$ cat src/rtl/quiz_cfg_pkg.sv
// Shared definitions for the quiz configuration sequencer: stage encoding,
// key codes and small helpers for walking the field states.
package quiz_cfg_pkg;

  typedef enum logic [2:0] {
    ST_IDLE    = 3'd0,
    ST_PLAYERS = 3'd1,
    ST_TIME    = 3'd2,
    ST_ADD     = 3'd3,
    ST_DED     = 3'd4,
    ST_DONE    = 3'd5
  } stage_t;

  localparam logic [3:0] KEY_ENTER = 4'hA;
  localparam logic [3:0] KEY_BS    = 4'hB;
  localparam logic [3:0] KEY_OK    = 4'hC;
  localparam logic [3:0] KEY_DEF   = 4'hD;
  localparam logic [3:0] KEY_ESC   = 4'hE;

  function automatic logic is_field(input stage_t s);
    return (s == ST_PLAYERS) || (s == ST_TIME) || (s == ST_ADD) || (s == ST_DED);
  endfunction

  function automatic stage_t next_field(input stage_t s);
    case (s)
      ST_PLAYERS: return ST_TIME;
      ST_TIME:    return ST_ADD;
      ST_ADD:     return ST_DED;
      default:    return ST_DONE;
    endcase
  endfunction

endpackage

$ cat src/rtl/digit_entry.sv
// Decimal digit accumulator for one keypad field. Holds the value typed so
// far and the digit count; a digit beyond max_cnt is refused and flagged.
module digit_entry (
  input  logic       clk,
  input  logic       rst,
  input  logic       digit_valid,
  input  logic [3:0] digit,
  input  logic       clear,
  input  logic [1:0] max_cnt,
  output logic [6:0] val,
  output logic [1:0] cnt,
  output logic       overflow
);

  assign overflow = digit_valid && (cnt >= max_cnt);

  // Shift a new decimal digit in, or wipe the entry when the field is left or reset
  always_ff @(posedge clk) begin
    if (rst || clear) begin
      val <= '0;
      cnt <= '0;
    end else if (digit_valid && !overflow) begin
      val <= val * 7'd10 + {3'b000, digit};
      cnt <= cnt + 2'd1;
    end
  end

endmodule

$ cat src/rtl/setting_seq.sv
// Keypad-driven configuration sequencer. Walks players, answer time, add and
// deduct points through shadow registers and commits all four to cfg_* in a
// single edge, so the game FSM never sees a half-updated configuration.
module setting_seq
  import quiz_cfg_pkg::*;
#(
  parameter int MAX_PLAYERS = 4,
  parameter int TIME_W      = 8,
  parameter int TIME_MAX    = 99,
  parameter int TIME_DEF    = 30,
  parameter int PTS_W       = 4,
  parameter int PTS_MAX     = 9,
  parameter int ADD_DEF     = 1,
  parameter int DED_DEF     = 1,
  parameter int TIMEOUT_CYC = 0
) (
  input  logic              clk,
  input  logic              rst,
  input  logic              key_flag,
  input  logic [3:0]        key_val,
  input  logic              lock,
  output logic [2:0]        cfg_players,
  output logic [TIME_W-1:0] cfg_time,
  output logic [PTS_W-1:0]  cfg_add,
  output logic [PTS_W-1:0]  cfg_ded,
  output logic              set_done,
  output logic [2:0]        stage,
  output logic [6:0]        entry_val,
  output logic [1:0]        entry_cnt,
  output logic              err
);

  localparam logic [2:0]        PL_DEF  = 3'(MAX_PLAYERS);
  localparam logic [TIME_W-1:0] TM_DEF  = TIME_W'(TIME_DEF);
  localparam logic [PTS_W-1:0]  AD_DEF  = PTS_W'(ADD_DEF);
  localparam logic [PTS_W-1:0]  DD_DEF  = PTS_W'(DED_DEF);
  localparam logic [6:0]        PL_MAX7 = 7'(MAX_PLAYERS);
  localparam logic [6:0]        TM_MAX7 = 7'(TIME_MAX);
  localparam logic [6:0]        PT_MAX7 = 7'(PTS_MAX);
  localparam logic [6:0]        TM_DEF7 = 7'(TIME_DEF);
  localparam logic [6:0]        AD_DEF7 = 7'(ADD_DEF);
  localparam logic [6:0]        DD_DEF7 = 7'(DED_DEF);

  stage_t            state;
  logic [2:0]        sh_players, nsh_players;
  logic [TIME_W-1:0] sh_time, nsh_time;
  logic [PTS_W-1:0]  sh_add, nsh_add;
  logic [PTS_W-1:0]  sh_ded, nsh_ded;

  logic       field, timeout, cancel;
  logic       key_digit, key_bs, key_ok, key_def, key_esc;
  logic       overflow, in_range, adv, wr, err_n;
  logic [6:0] field_def, wr_val;

  assign stage     = state;
  assign field     = is_field(state);
  assign key_digit = (key_val <= 4'd9);
  assign key_bs    = (key_val == KEY_BS);
  assign key_ok    = (key_val == KEY_OK);
  assign key_def   = (key_val == KEY_DEF);
  assign key_esc   = (key_val == KEY_ESC);

  generate
    if (TIMEOUT_CYC > 0) begin : g_timeout
      localparam int             TO_W    = $clog2(TIMEOUT_CYC + 1);
      localparam logic [TO_W-1:0] TO_LAST = TO_W'(TIMEOUT_CYC - 1);
      localparam logic [TO_W-1:0] TO_TOP  = TO_W'(TIMEOUT_CYC);
      logic [TO_W-1:0] idle_cnt;

      // Count keyless cycles spent in a field; any key or leaving the fields restarts it
      always_ff @(posedge clk) begin
        if (rst || key_flag || !field) idle_cnt <= '0;
        else if (idle_cnt != TO_TOP)   idle_cnt <= idle_cnt + TO_W'(1);
      end

      assign timeout = field && !key_flag && (idle_cnt == TO_LAST);
    end else begin : g_no_timeout
      assign timeout = 1'b0;
    end
  endgenerate

  assign cancel = field && (timeout || (key_flag && key_esc));

  digit_entry u_entry (
    .clk        (clk),
    .rst        (rst),
    .digit_valid(field && key_flag && key_digit),
    .digit      (key_val),
    .clear      (field && (cancel || (key_flag && (key_bs || key_ok || key_def)))),
    .max_cnt    ((state == ST_TIME) ? 2'd2 : 2'd1),
    .val        (entry_val),
    .cnt        (entry_cnt),
    .overflow   (overflow)
  );

  // Legal range and default value of the field currently being edited
  always_comb begin
    in_range  = 1'b0;
    field_def = '0;
    case (state)
      ST_PLAYERS: begin
        in_range  = (entry_val >= 7'd2) && (entry_val <= PL_MAX7);
        field_def = PL_MAX7;
      end
      ST_TIME: begin
        in_range  = (entry_val >= 7'd1) && (entry_val <= TM_MAX7);
        field_def = TM_DEF7;
      end
      ST_ADD: begin
        in_range  = (entry_val >= 7'd1) && (entry_val <= PT_MAX7);
        field_def = AD_DEF7;
      end
      ST_DED: begin
        in_range  = (entry_val <= PT_MAX7);
        field_def = DD_DEF7;
      end
      default: ;
    endcase
  end

  // Decide what a key in a field does: write the shadow, advance, or flag an error
  always_comb begin
    adv    = 1'b0;
    wr     = 1'b0;
    err_n  = 1'b0;
    wr_val = entry_val;
    if (field && key_flag && !cancel) begin
      if (key_digit) begin
        err_n = overflow;
      end else if (key_ok) begin
        if (entry_cnt == 2'd0) begin
          adv = 1'b1;
        end else if (in_range) begin
          wr  = 1'b1;
          adv = 1'b1;
        end else begin
          err_n = 1'b1;
        end
      end else if (key_def) begin
        wr     = 1'b1;
        wr_val = field_def;
        adv    = 1'b1;
      end
    end
  end

  assign nsh_players = (wr && state == ST_PLAYERS) ? wr_val[2:0]      : sh_players;
  assign nsh_time    = (wr && state == ST_TIME)    ? TIME_W'(wr_val)  : sh_time;
  assign nsh_add     = (wr && state == ST_ADD)     ? PTS_W'(wr_val)   : sh_add;
  assign nsh_ded     = (wr && state == ST_DED)     ? PTS_W'(wr_val)   : sh_ded;

  // Stage FSM with shadow registers and the single-edge commit to cfg_*
  always_ff @(posedge clk) begin
    if (rst) begin
      state       <= ST_IDLE;
      cfg_players <= PL_DEF;
      cfg_time    <= TM_DEF;
      cfg_add     <= AD_DEF;
      cfg_ded     <= DD_DEF;
      sh_players  <= PL_DEF;
      sh_time     <= TM_DEF;
      sh_add      <= AD_DEF;
      sh_ded      <= DD_DEF;
      set_done    <= 1'b0;
      err         <= 1'b0;
    end else begin
      err <= 1'b0;
      if (cancel) begin
        sh_players <= cfg_players;
        sh_time    <= cfg_time;
        sh_add     <= cfg_add;
        sh_ded     <= cfg_ded;
        state      <= ST_DONE;
        set_done   <= 1'b1;
      end else if (field) begin
        sh_players <= nsh_players;
        sh_time    <= nsh_time;
        sh_add     <= nsh_add;
        sh_ded     <= nsh_ded;
        err        <= err_n;
        if (adv) begin
          if (state == ST_DED) begin
            cfg_players <= nsh_players;
            cfg_time    <= nsh_time;
            cfg_add     <= nsh_add;
            cfg_ded     <= nsh_ded;
            state       <= ST_DONE;
            set_done    <= 1'b1;
          end else begin
            state <= next_field(state);
          end
        end
      end else if (key_flag) begin
        if (state == ST_IDLE) begin
          if (key_val == KEY_ENTER) begin
            state <= ST_PLAYERS;
          end else begin
            state    <= ST_DONE;
            set_done <= 1'b1;
          end
        end else if (!lock && key_val == KEY_ENTER) begin
          state    <= ST_PLAYERS;
          set_done <= 1'b0;
        end
      end
    end
  end

endmodule

$ cat config.mk
export PLATFORM = sky130hd
export DESIGN_NAME = setting_seq
export DESIGN_NICKNAME = d
export VERILOG_FILES = /design/src/rtl/quiz_cfg_pkg.sv /design/src/rtl/digit_entry.sv /design/src/rtl/setting_seq.sv
export SDC_FILE = /design/constraint.sdc
export NUM_CORES = 1
export LEC_CHECK = 0
export CORE_MARGIN = 4
export CORE_UTILIZATION = 59
export DETAILED_ROUTE_END_ITERATION = 10
export DONT_BUFFER_PORTS = 1
export HOLD_SLACK_MARGIN = 0.1
export PLACE_DENSITY_LB_ADDON = 0.15
export SKIP_LAST_GASP = 1
export SLEW_MARGIN = 20
export SYNTH_ARGS = -nofsm -noshare
export SYNTH_HDL_FRONTEND = slang
export SYNTH_SLANG_ARGS = --single-unit
$ cat constraint.sdc
create_clock -name clk -period 4.6 [get_ports clk]
set_input_delay 0.46 -clock clk [delete_from_list [all_inputs] [get_ports clk]]
set_output_delay 0.46 -clock clk [all_outputs]
set_load 0.02 [all_outputs]
==> results.toml, run 1 <==
[placement]
hpwl_um = 5370
pre_cts_slack_ns = 1.65
dp_cells = 415
place_area_um2 = 3040
gp_congestion = 0.875
io_buffer_count = 0

[worst_hold_path]
holdPathStages = 1
hold_class = "in -> reg"

[yosys]
synthArstFlopShare = 0
synth_seq_cells = 52
synthFlopType = "dfxtp_1"
syn_inst = 371
synth_top_area_share = 0.341
ys_top_cells_by_area = "dfxtp_1 34%, a21oi_1 4.6%, ha_1 4.1%"
synth-edff-count = 0
synth_area_leader_cell = "dfxtp_1"
syn_avg_cell_area_um2 = 8.24
synth_area_um2 = 3060
ys_seq_area_frac = 0.341
synth_cell_types = 70
synth_nets = 391
yosys_warnings = 0

[layout]
fin_nets = 375
drive_above_1_share = 0.0730
syn_to_final_growth_pct = 3.19
stdcell_count = 423
final_area_um2 = 3150
final_common_cell = "dfxtp_1"
mostFrequentLayoutCells = "52 x dfxtp_1, 33 x nor2_1, 28 x a21oi_1"
diodes = 0

[grt]
grt_max_degree = 40
antenna_found_initial = 0
track_usage = 0.246
grt_pass1_vias = 2525
grt_pass1_wl_um = 12600
gr-total-overflow = 0

[clock_tree]
cts_resized = 0
cts-buffers-inserted = 5
clk_latency_ns = 0.31
cts_buffer_depth = 2
cts_hold_buf = 0
htreeDepth = 2
cts_setup_buffers = 0
cts_tree = "built"
ctsRootBufferMaster = "clkbuf_8"
clk_pin_slew_ns = 0.09
cts_sinks = 52

[power_and_ir_drop]
ir_worst_vdd_mv = 0.230
pwr_density_cell_nw_per_um2 = 406
leakagePower_uw = 0.00118

[floorplan]
core-area_um2 = 4880
fp.dieH_um = 80.0
dieWidth_um = 80.0
fp.dieArea_um2 = 6400
initial_core_util = 0.626
boundaryPins = 41
rows = 25

[route]
ant_nets = 0
drcViolationCount = 0
wl_um = 7430
detail_route.first_pass.iterations = 5
via_per_inst = 6.55
num_vias = 2772
wl_per_cell_um = 17.6
first_iter_violations = 376

[setup_path]
cp-end-kind = "flip-flop"
crit_fanout = 14
startpoint_type = "flip-flop"
reg2regPathDepth = 9
arrival_ns = 3.27
path_class = "reg -> reg"
cp.required_ns = 4.85

[sta]
min_period_ns = 3.02
worst_hold_slack_ns = 0.212
fin_crit_sh = 0.657
setup_slack_ns = 1.58
finalSetupViolCount = 0
max_slew_margin = 0.342
finalMaxSlewViolations = 0
rsz0062_at_grt = "no"
finalClockSkew_ns = 0.00390
worst_pin_slew_ns = 0.984
timing.setup.tns_ns = 0
fmax_mhz = 331
final_hold_viol_count = 0

[status]
status = "completed"

[job]
drv_cap = 0
==> kinds of logic (layout without fill, tap and decap cells) <==
logic type,after synthesis,in the layout,synth area share
AND/OR/NAND/NOR,133,133,0.227
AO/OA/AOI/OAI,111,111,0.248
flip-flops,52,52,0.341
buffers and inverters,41,26,0.0602
multiplexers,14,14,0.0471
adder cells (fa/ha/maj),12,12,0.0540
XOR/XNOR,8,8,0.0229
==> through the flow <==
step	utilization	power [µW]
after global placement	0.624	958
final	0.646	1280
after global routing	0.646	1350
after CTS	0.646	1280
after floorplan	-	886
after detailed placement	0.624	964
==> sequential cells by signal (all words and copies together) (netlist names) <==
register	count
u_entry.val	7
sh_ded	4
sh_time	8
cfg_add	4
stage	3
u_entry.cnt	2
cfg_time	8
sh_add	4
cfg_ded	4
err	1
sh_players	3
cfg_players	3
set_done	1
==> layout make-up <==
type | instances | area [µm²]
multi-input combinational | 278 | 1840
fill | 440 | 1730
sequential | 52 | 1040
tap | 67 | 83.8
clock buffer | 6 | 72.6
inverter | 15 | 56.3
clock inverter | 2 | 38.8
timing repair buffer | 3 | 22.5
==> cell usage after synthesis (8+ instances only) <==
| master | instances |
|---|---|
| dfxtp_1 | 52 |
| nor2_1 | 33 |
| a21oi_1 | 28 |
| nand2_1 | 26 |
| nor3_1 | 23 |
| o21ai_0 | 17 |
| inv_1 | 14 |
| clkbuf_1 | 11 |
| mux2i_1 | 11 |
| ha_1 | 10 |
| a31oi_1 | 8 |
| buf_2 | 8 |
| nand3_1 | 8 |
==> final timing paths <==
| path | from | endpoint | slack, ns |
|---|---|---|---|
| worst min-delay path | rst | sh_time[0] | 0.21 |
| worst min register to register | sh_time[2] | cfg_time[2] | 0.45 |
| worst max register to register | stage[1] | u_entry.val[3] | 1.58 |
| worst max-delay path | stage[1] | u_entry.val[3] | 1.58 |
==> power breakdown <==
part           switching (µW)  internal, µW
registers                94.7           480
clock network             155           165
logic                     245           141
total                     494           786
==> per-layer routing <==
metal	wire, µm	global-route usage	share of wire	vias up
li1	-	-	-	1340
met1	3360	0.341	0.45	1307
met2	3420	0.377	0.46	116
met3	564	0.0609	0.076	9
met4	80	0.0726	0.011	0
met5	0	0	0	-
==> critical path, cell delays in order, from the launching register on <==
cell and delay [ns]:
dfxtp_1 0.70, nor3b_2 0.40, inv_1 0.20, ha_1 0.30, nand2b_1 0.14, a21oi_1 0.19
nand4b_1 0.53, nor3_1 0.35, a21oi_1 0.06, nor2_1 0.09
Note: power is estimated with default switching activity, not from simulation.
==> run 2, diff against run 1 <==
--- a/config.mk
+++ b/config.mk
@@ -6,7 +6,7 @@
 export NUM_CORES = 1
 export LEC_CHECK = 0
 export CORE_MARGIN = 4
-export CORE_UTILIZATION = 59
+export CORE_UTILIZATION = 57
 export DETAILED_ROUTE_END_ITERATION = 10
 export DONT_BUFFER_PORTS = 1
 export HOLD_SLACK_MARGIN = 0.1
==> constraint.sdc (replaced) <==
create_clock -name clk -period 2.7 [get_ports clk]
set_input_delay 0.27 -clock clk [delete_from_list [all_inputs] [get_ports clk]]
set_output_delay 0.27 -clock clk [all_outputs]
set_load 0.02 [all_outputs]
==> run 2 against run 1 <==
Combinational power grew 110%. Global-route usage increased by 1.6 points. Clock power rose by 76%. Worst hold slack worse by 0.11 ns. Sequential power is 61% higher. Critical path type unchanged. Largest cell class unchanged.
==> results.toml, run 2 (synthesized netlist as in run 1, its figures left out) <==
[status]
status = "completed"

[layout]
final_common_cell = "dfxtp_1"
post-route-util = 0.644
largestRegisters = "cfg_time: 8 flops, sh_time: 8 flops, u_entry.val: 7 flops"
drive_above_1_share = 0.120
diodes = 0
syn_to_final_growth_pct = 8.31
mostFrequentLayoutCells = "52 x dfxtp_1, 33 x nor2_1, 28 x a21oi_1"
fin_nets = 395

[placement]
pre_cts_slack_ns = 0.306
hpwl_um = 5720
gp_congestion = 0.917
io_buffer_count = 0

[setup_path]
crit_fanout = 10
cp.required_ns = 2.93
path_class = "reg -> reg"
cpMostUsedCell = "buf_4"
critPathMaxStageDelay_ns = 0.57
cpMaxStageDelayCell = "or4_4"
worst-r2r-setup-slack_ns = 0.25
path_cells = "or4_4 -> nor4_2 -> a21oi_1 -> buf_4 -> buf_4 -> o21ai_0 -> buf_4 -> nand2_1 -> a311oi_1"
arrival_ns = 2.68
cp-end-kind = "flip-flop"
startpoint_type = "flip-flop"

[sta]
worst_pin_slew_ns = 0.865
finalClockSkew_ns = 0.00796
worst_hold_slack_ns = 0.105
min_period_ns = 2.45
max_slew_margin = 0.422
fin_crit_sh = 0.908
timing.setup.tns_ns = 0
rsz0062_at_grt = "no"
setup_slack_ns = 0.250
finalMaxSlewViolations = 0
final_hold_viol_count = 0
fmax_mhz = 408
finalSetupViolCount = 0

[power_and_ir_drop]
ir_worst_vdd_mv = 0.404
clkPwrFrac = 0.246
p_comb_frac = 0.352
leakagePower_uw = 0.00128
pwr_density_cell_nw_per_um2 = 692
switching_share = 0.391
seq_power_share = 0.403
power_switching_uw = 895
p_int_uw = 1400

[clock_tree]
cts_tree = "built"
cts_sinks = 52
cts_resized = 0
clk_pin_slew_ns = 0.10
cts_buffer_depth = 2
cts-buffers-inserted = 5
ctsRootBufferMaster = "clkbuf_8"
htreeDepth = 2
clk_latency_ns = 0.32

[worst_hold_path]
hold_class = "in -> reg"

[route]
dr_wl_met3_um = 553
first_iter_violations = 375
wl_um = 7990
met1_length_um = 3550
num_vias = 2887
drcViolationCount = 0
wl_per_cell_um = 17.9
ant_nets = 0
detail_route.first_pass.iterations = 5
via_per_inst = 6.47
routed.top_layer = "met4"
wl_met2_um = 3700

[floorplan]
dieWidth_um = 81.2
rows = 26
initial_core_util = 0.595
fp.dieArea_um2 = 6600
core-area_um2 = 5140
boundaryPins = 41
fp.dieH_um = 81.2

[job]
drv_cap = 0

[grt]
grt_max_degree = 23
antenna_found_initial = 0
track_usage = 0.262
grt_pass1_vias = 2703
grt_pass1_wl_um = 13500
gr-total-overflow = 0
## run 2: final timing paths
kind              depth (start not counted)           start              to
setup / recovery                          9  u_entry.val[3]      sh_time[7]
hold / removal                            2      key_val[0]  u_entry.val[0]
setup reg to reg                          9  u_entry.val[3]      sh_time[7]
hold reg to reg                           2      sh_time[2]     cfg_time[2]
## run 2: power by group through the flow
stage | Combinational [µW] | Clock, µW | Sequential [µW]
2_1_floorplan | 576 | 0 | 933
3_3_place_gp | 773 | 0 | 937
3_5_place_dp | 779 | 0 | 939
4_1_cts | 792 | 569 | 922
5_1_grt | 881 | 603 | 932
6_report | 805 | 562 | 923
## run 2: per-stage QoR
step                total power (µW)  instances  instance area, µm²
finish                          2290        446                3310
global route                    2420        446                3310
CTS                             2280        446                3310
detailed placement              1720        437                3190
global placement                1710        437                3190
floorplan                       1510        371                3060
## run 2: repair_timing
action,CTS,global route
setup buffers,0,0
endpoints found under the hold margin,22,0
hold buffers,1,0
## run 2: per-layer routing
| metal | up-vias | track usage |
|---|---|---|
| li1 | 1392 | - |
| met1 | 1361 | 0.349 |
| met2 | 115 | 0.414 |
| met3 | 19 | 0.0632 |
| met4 | 0 | 0.0929 |
| met5 | - | 0 |
## run 2: critical path, delay by kind of cell, from the launching register on
| kind | cells | cell delay (ns) |
|---|---|---|
| flip-flops | 1 | 0.39 |
| buffers and inverters | 3 | 0.54 |
| AO/OA/AOI/OAI | 3 | 0.65 |
| AND/OR/NAND/NOR | 3 | 0.79 |
## run 2: cell type report
| cell class | instances | area, µm² |
|---|---|---|
| clock inverters | 2 | 38.8 |
| multi-input cells | 278 | 1840 |
| fillers | 483 | 1830 |
| clock buffers | 6 | 72.6 |
| flip-flops and latches | 52 | 1040 |
| repair buffers | 23 | 175 |
| inverters | 15 | 56.3 |
| well taps | 70 | 87.6 |
